[src/rtl/jogo_pkg.sv]
// Shared encodings for the ultimate tic-tac-toe sequencer: FSM states, cell symbols
// and the player-to-symbol mapping.
package jogo_pkg;

  typedef enum logic [3:0] {
    INICIAL  = 4'd0,
    PREPARA  = 4'd1,
    ESPERA   = 4'd2,
    LE       = 4'd3,
    VALIDA   = 4'd4,
    ESCREVE  = 4'd5,
    VERIFICA = 4'd6,
    FIM      = 4'd7
  } estado_t;

  localparam logic [1:0] VAZIO  = 2'b00;
  localparam logic [1:0] X      = 2'b01;
  localparam logic [1:0] O      = 2'b10;
  localparam logic [1:0] EMPATE = 2'b11;

  // Highest legal index for both macro board and cell selectors.
  localparam logic [3:0] ULTIMO_INDICE = 4'd8;

  function automatic logic [1:0] symbol(input logic jogador);
    return jogador ? O : X;
  endfunction

endpackage

[src/rtl/contador_timeout.sv]
// Per-move cycle counter: cleared outside the wait state, counts while enabled and
// flags the last allowed cycle. Only instantiated when TIMEOUT_JOGADA_EN is defined.
module contador_timeout #(
  parameter int TIMEOUT_CICLOS = 50_000_000
) (
  input  logic clock,
  input  logic reset,
  input  logic clear,
  input  logic enable,
  output logic terminal
);

  localparam int LARGURA = (TIMEOUT_CICLOS > 1) ? $clog2(TIMEOUT_CICLOS) : 1;
  localparam logic [LARGURA-1:0] ULTIMO = LARGURA'(TIMEOUT_CICLOS - 1);

  logic [LARGURA-1:0] contagem_reg;

  always_ff @(posedge clock or posedge reset) begin
    if (reset) begin
      contagem_reg <= '0;
    end else if (clear) begin
      contagem_reg <= '0;
    end else if (enable && !terminal) begin
      contagem_reg <= contagem_reg + 1'b1;
    end
  end

  assign terminal = enable && (contagem_reg == ULTIMO);

endmodule

[src/rtl/sequenciador_partida.sv]
// Turn sequencer for ultimate tic-tac-toe: request, validate, write and check each move.
// Optional per-move timeout is enabled by defining TIMEOUT_JOGADA_EN.
module sequenciador_partida
  import jogo_pkg::*;
#(
  parameter logic PRIMEIRO_JOGADOR = 1'b0,
  parameter int   TIMEOUT_CICLOS   = 50_000_000
) (
  input  logic       clock,
  input  logic       reset,
  input  logic       iniciar,
  input  logic       jogada_feita,
  input  logic [3:0] macro_sel,
  input  logic [3:0] micro_sel,
  input  logic [1:0] mem_rd_dado,
  input  logic       macro_fechado,
  input  logic       verifica_pronto,
  input  logic       jogo_venceu,
  input  logic       empate,
  input  logic       destino_fechado,
  output logic       iniciar_jogada,
  output logic       mem_ler,
  output logic       mem_escrever,
  output logic [1:0] mem_dado,
  output logic       inicia_verifica,
  output logic       jogador,
  output logic [3:0] macro_forcado,
  output logic       macro_livre,
  output logic       jogada_invalida,
  output logic       timeout_jogada,
  output logic       fim_jogo,
  output logic [1:0] vencedor,
  output logic [3:0] db_estado
);

  estado_t    estado_reg, estado_next;
  logic       jogador_reg, jogador_next;
  logic [3:0] macro_forcado_reg, macro_forcado_next;
  logic       macro_livre_reg, macro_livre_next;
  logic [1:0] vencedor_reg, vencedor_next;
  logic [3:0] macro_reg, macro_next;
  logic [3:0] micro_reg, micro_next;
  logic       verifica_ativa_reg, verifica_ativa_next;
  logic       fim_timeout;
  logic       jogada_legal;

`ifdef TIMEOUT_JOGADA_EN
  contador_timeout #(
    .TIMEOUT_CICLOS (TIMEOUT_CICLOS)
  ) u_contador_timeout (
    .clock    (clock),
    .reset    (reset),
    .clear    (estado_reg != ESPERA),
    .enable   (estado_reg == ESPERA),
    .terminal (fim_timeout)
  );
`else
  assign fim_timeout = 1'b0;
`endif

  // The selected move is latched when it is accepted so later stages see a stable copy.
  assign jogada_legal = (macro_reg <= ULTIMO_INDICE) &&
                        (micro_reg <= ULTIMO_INDICE) &&
                        (mem_rd_dado == VAZIO) &&
                        !macro_fechado &&
                        (macro_livre_reg || (macro_reg == macro_forcado_reg));

  always_ff @(posedge clock or posedge reset) begin
    if (reset) begin
      estado_reg         <= INICIAL;
      jogador_reg        <= PRIMEIRO_JOGADOR;
      macro_forcado_reg  <= 4'd0;
      macro_livre_reg    <= 1'b1;
      vencedor_reg       <= VAZIO;
      macro_reg          <= 4'd0;
      micro_reg          <= 4'd0;
      verifica_ativa_reg <= 1'b0;
    end else begin
      estado_reg         <= estado_next;
      jogador_reg        <= jogador_next;
      macro_forcado_reg  <= macro_forcado_next;
      macro_livre_reg    <= macro_livre_next;
      vencedor_reg       <= vencedor_next;
      macro_reg          <= macro_next;
      micro_reg          <= micro_next;
      verifica_ativa_reg <= verifica_ativa_next;
    end
  end

  always_comb begin
    estado_next         = estado_reg;
    jogador_next        = jogador_reg;
    macro_forcado_next  = macro_forcado_reg;
    macro_livre_next    = macro_livre_reg;
    vencedor_next       = vencedor_reg;
    macro_next          = macro_reg;
    micro_next          = micro_reg;
    verifica_ativa_next = 1'b0;
    iniciar_jogada      = 1'b0;
    mem_ler             = 1'b0;
    mem_escrever        = 1'b0;
    mem_dado            = VAZIO;
    inicia_verifica     = 1'b0;
    jogada_invalida     = 1'b0;
    timeout_jogada      = 1'b0;

    case (estado_reg)
      INICIAL: begin
        if (iniciar) begin
          jogador_next       = PRIMEIRO_JOGADOR;
          macro_forcado_next = 4'd0;
          macro_livre_next   = 1'b1;
          vencedor_next      = VAZIO;
          estado_next        = PREPARA;
        end
      end
      PREPARA: begin
        iniciar_jogada = 1'b1;
        estado_next    = ESPERA;
      end
      ESPERA: begin
        // A move arriving on the terminal cycle takes precedence over the timeout.
        if (jogada_feita) begin
          macro_next  = macro_sel;
          micro_next  = micro_sel;
          estado_next = LE;
        end else if (fim_timeout) begin
          timeout_jogada = 1'b1;
          jogador_next   = !jogador_reg;
          estado_next    = PREPARA;
        end
      end
      LE: begin
        mem_ler     = 1'b1;
        estado_next = VALIDA;
      end
      VALIDA: begin
        if (jogada_legal) begin
          estado_next = ESCREVE;
        end else begin
          jogada_invalida = 1'b1;
          estado_next     = PREPARA;
        end
      end
      ESCREVE: begin
        mem_escrever = 1'b1;
        mem_dado     = symbol(jogador_reg);
        estado_next  = VERIFICA;
      end
      VERIFICA: begin
        // First cycle launches the checker; its result is only taken afterwards.
        inicia_verifica     = !verifica_ativa_reg;
        verifica_ativa_next = 1'b1;
        if (verifica_ativa_reg && verifica_pronto) begin
          verifica_ativa_next = 1'b0;
          if (jogo_venceu) begin
            vencedor_next = symbol(jogador_reg);
            estado_next   = FIM;
          end else if (empate) begin
            vencedor_next = EMPATE;
            estado_next   = FIM;
          end else begin
            macro_forcado_next = micro_reg;
            macro_livre_next   = destino_fechado;
            jogador_next       = !jogador_reg;
            estado_next        = PREPARA;
          end
        end
      end
      FIM: begin
        if (iniciar) begin
          jogador_next       = PRIMEIRO_JOGADOR;
          macro_forcado_next = 4'd0;
          macro_livre_next   = 1'b1;
          vencedor_next      = VAZIO;
          estado_next        = INICIAL;
        end
      end
      default: begin
        estado_next = INICIAL;
      end
    endcase
  end

  assign jogador       = jogador_reg;
  assign macro_forcado = macro_forcado_reg;
  assign macro_livre   = macro_livre_reg;
  assign vencedor      = vencedor_reg;
  assign fim_jogo      = (estado_reg == FIM);
  assign db_estado     = estado_reg;

endmodule

[config.mk]
export PLATFORM = sky130hd
export DESIGN_NAME = sequenciador_partida
export DESIGN_NICKNAME = d
export VERILOG_FILES = /design/src/rtl/jogo_pkg.sv /design/src/rtl/contador_timeout.sv /design/src/rtl/sequenciador_partida.sv
export SDC_FILE = /design/constraint.sdc
export NUM_CORES = 1
export LEC_CHECK = 0
export CORE_MARGIN = 2
export CORE_UTILIZATION = 48
export CTS_CLUSTER_DIAMETER = 120
export CTS_CLUSTER_SIZE = 16
export DETAILED_ROUTE_END_ITERATION = 6
export GPL_ROUTABILITY_DRIVEN = 0
export GPL_TIMING_DRIVEN = 0
export PLACE_DENSITY = 0.92
export SETUP_SLACK_MARGIN = 0.5
export SYNTH_ARGS = -nofsm -noshare
export SYNTH_HDL_FRONTEND = slang
export SYNTH_SLANG_ARGS = --single-unit
export TNS_END_PERCENT = 100
[constraint.sdc]
create_clock -name clock -period 3.1 [get_ports clock]
set_clock_uncertainty 0.2 [all_clocks]
set_input_delay 0.62 -clock clock [delete_from_list [all_inputs] [get_ports clock]]
set_output_delay 0.62 -clock clock [all_outputs]
set_load 0.02 [all_outputs]
==> results.json <==
{
  "slowest_stage": "clkdlybuf4s50_1",
  "grt_max_degree": 21,
  "combPwrFrac_pct": 58.2,
  "drt_iter0_drc": 15,
  "port_buffers": 37,
  "n_fill_cell": 186,
  "ios": 40,
  "end_kind": "output port",
  "start_util_pct": 51.54,
  "drive_gt1_share_pct": 24.16,
  "p_sw_share_pct": 41.61,
  "wl_per_cell_um": 14.38,
  "synth.area.mux_share_pct": 14.78,
  "synthArstFlopShare_pct": 100.0,
  "die-area_um2": 2806,
  "syn_inst": 107,
  "multiInputGateArea_um2": 589.3,
  "drtPass1Iterations": 4,
  "setup_viol": 0,
  "dieWidth_um": 52.97,
  "finalPower_mw": 1.597,
  "hold_ws_ns": 0.3228,
  "die_h_um": 52.97,
  "fmax_ghz": 0.3958,
  "tns_ns": 0,
  "drv_slew": 0,
  "pre_cts_ws_ns": 0.1689,
  "arrival_ns": 1.71,
  "yosysWarnings": 0,
  "synthFlopType": "dfrtp_1",
  "pwr-share-clk_pct": 9.1,
  "synth_edf_count": 0,
  "syn_avg_cell_area_um2": 10.76,
  "antenna_left": 0,
  "crit_fanout": 2,
  "cts_max_level": 1,
  "synth_seq_cells": 20,
  "track_usage_pct": 19.84,
  "cts_max_path_buffers": 2,
  "clkTransAtPathRegs_ns": 0.11,
  "numCtsBuffers": 3,
  "clockRootBuffer": "clkbuf_4",
  "synth-simple-area-share_pct": 20.22,
  "synthXorXnorAreaFrac_pct": 3.804,
  "drv_cap": 0,
  "ys_seq_area_share_pct": 43.59,
  "crit_path_start_kind": "primary input",
  "hold_path_class": "reg -> reg",
  "path_class": "in -> out",
  "fin_crit_sh_pct": 81.51,
  "synth_top_family_by_area": "simple AND/OR/NAND/NOR gates",
  "leakage_nw": 0.7171,
  "hpwl_mm": 1.976,
  "avgViaCountPerCell": 5.475,
  "cts_tree": "built",
  "area_growth_pct": 38.59,
  "drc": 0,
  "worst_slew_pin_slew_ns": 0.7358,
  "cp.required_ns": 2.28,
  "cts_hold_buf": 0,
  "postCtsSetupBuffers": 0,
  "synth_compound_area_share_pct": 11.09,
  "fin_ws_ns": 0.5733,
  "vias": 969,
  "coreArea_um2": 2233,
  "finalHoldViolCount": 0,
  "seqCellArea_um2": 504.2,
  "worst_ir_drop_vdd_uv": 577.2,
  "rows": 17,
  "antenna_cells": 0,
  "p_int_mw": 0.9324,
  "postLayoutCellArea_um2": 1595,
  "p_switching_mw": 0.6645,
  "synth.cell_area_um2": 1151,
  "rrSetupSlack_ns": 1.06,
  "cp_cell_sequence": "clkdlybuf4s50_1, nor3_2, nand3_1, o211a_1, buf_2",
  "power.density_nw_per_um2": 1001,
  "slowest_delay_ns": 0.42,
  "synth_top_area_cell": "dfrtp_1",
  "status": "finished clean",
  "nNetsFinal": 169,
  "slew-limit-headroom_pct": 50.89,
  "placed_area_um2": 1560,
  "finalCriticalPeriod_ns": 2.527,
  "synth_top_area_share_pct": 41.30,
  "drt_wl_total_mm": 2.546,
  "grt_remaining_overflow": 0,
  "grt_pass1_vias": 972,
  "rsz0062_at_grt": "no",
  "antenna_found_initial": 0,
  "synthTopCellsByArea": "dfrtp_1 (41%), mux2_2 (7.8%), mux2i_1 (4.3%)",
  "cts_sinks": 20,
  "insertion_delay_ns": 0.29,
  "synthAdderAreaFrac_pct": 0,
  "grt_pass1_wl_mm": 4.029,
  "synth_cell_type_count": 42,
  "p_seq_share_pct": 32.7
}
[per-layer routing]
| layer | wire (µm) | vias up | part of all wire (%) | global-route usage (%) |
|---|---|---|---|---|
| li1 | - | 457 | - | - |
| met3 | 176 | 4 | 6.9 | 4.520 |
| met1 | 1061 | 468 | 42 | 23.18 |
| met4 | 20 | 0 | 0.79 | 10.68 |
| met5 | 0 | - | 0 | 0 |
| met2 | 1288 | 40 | 51 | 33.54 |
[critical path, delay by kind of cell]
kind | cells | cell delay, ns
buf+inv | 2 | 0.57
simple gates | 2 | 0.29
compound gates | 1 | 0.22
[through the flow]
stage          utilization (%)  std cells
3_3_place_gp             69.86        173
2_1_floorplan                -        108
6_report                 71.43        177
3_5_place_dp             69.86        173
4_1_cts                  71.43        177
5_1_grt                  71.43        177
[cells in the mapped netlist (2+ instances only)]
| cell | count |
|---|---|
| nor3_2 | 2 |
| mux2_4 | 2 |
| and3_1 | 2 |
| mux2i_1 | 5 |
| xnor2_1 | 4 |
| inv_1 | 6 |
| buf_4 | 3 |
| nand2_1 | 8 |
| o31ai_1 | 2 |
| buf_2 | 3 |
| o21ai_0 | 2 |
| and2_1 | 3 |
| a22o_1 | 2 |
| or3_1 | 2 |
| mux2_2 | 8 |
| nor3_1 | 4 |
| nor2_1 | 5 |
| dfrtp_1 | 19 |
| nor2b_1 | 2 |
[area by class of cell]
class | instances | area share (%)
inverter | 6 | 1.412
timing repair buffer | 37 | 22.51
clock buffer | 4 | 2.275
buffer | 7 | 3.059
sequential | 20 | 31.61
multi-input combinational | 75 | 36.94
tap | 28 | 2.196
[cell usage in the layout (no fill, tap or decap), drive strengths merged, types with 4 or more instances in the layout]
cell            n
nor2            5
inv             6
nand2           9
mux2           10
xnor2           4
mux2i           5
nor3            7
buf             8
dfrtp          19
clkdlybuf4s50  31
clkbuf          5
[path summary, 6_finish.rpt]
path | from | endpoint | cells after the start
hold reg to reg | vencedor[0]$_DFFE_PP0P_ | vencedor[0]$_DFFE_PP0P_ | 1
setup reg to reg | db_estado[2]$_DFFE_PP0P_ | jogador$_DFFE_PP0P_ | 5
max in group asynchronous | reset | db_estado[0]$_DFFE_PP0P_ | 2
min in group asynchronous | reset | vencedor[1]$_DFFE_PP0P_ | 2
hold / removal | vencedor[0]$_DFFE_PP0P_ | vencedor[0]$_DFFE_PP0P_ | 1
setup / recovery | mem_rd_dado[1] | jogada_invalida | 5
[what timing repair did]
item,4_1_cts,5_1_grt
pin swaps,0,0
endpoints found under the setup margin,5,3
resized for setup,11,4
[kinds of logic (layout without fill, tap and decap cells)]
logic type	count (synthesis)	in the layout
muxes	15	15
xor gates and xnor gates	5	5
buffers and inverters	13	54
DFF	20	20
and+or+nand+nor	37	37
other	1	2
AOI/OAI and AO/OA	16	16
[power by group through the flow]
stage	Clock (mW)	Combinational, mW	Sequential (mW)
after floorplan	0	0.575	0.567
final	0.145	0.929	0.523
after detailed placement	0	0.936	0.520
after CTS	0.147	0.935	0.519
after global placement	0	0.900	0.515
after global routing	0.163	0.997	0.539
No activity file was read; power rests on OpenSTA's default activity.
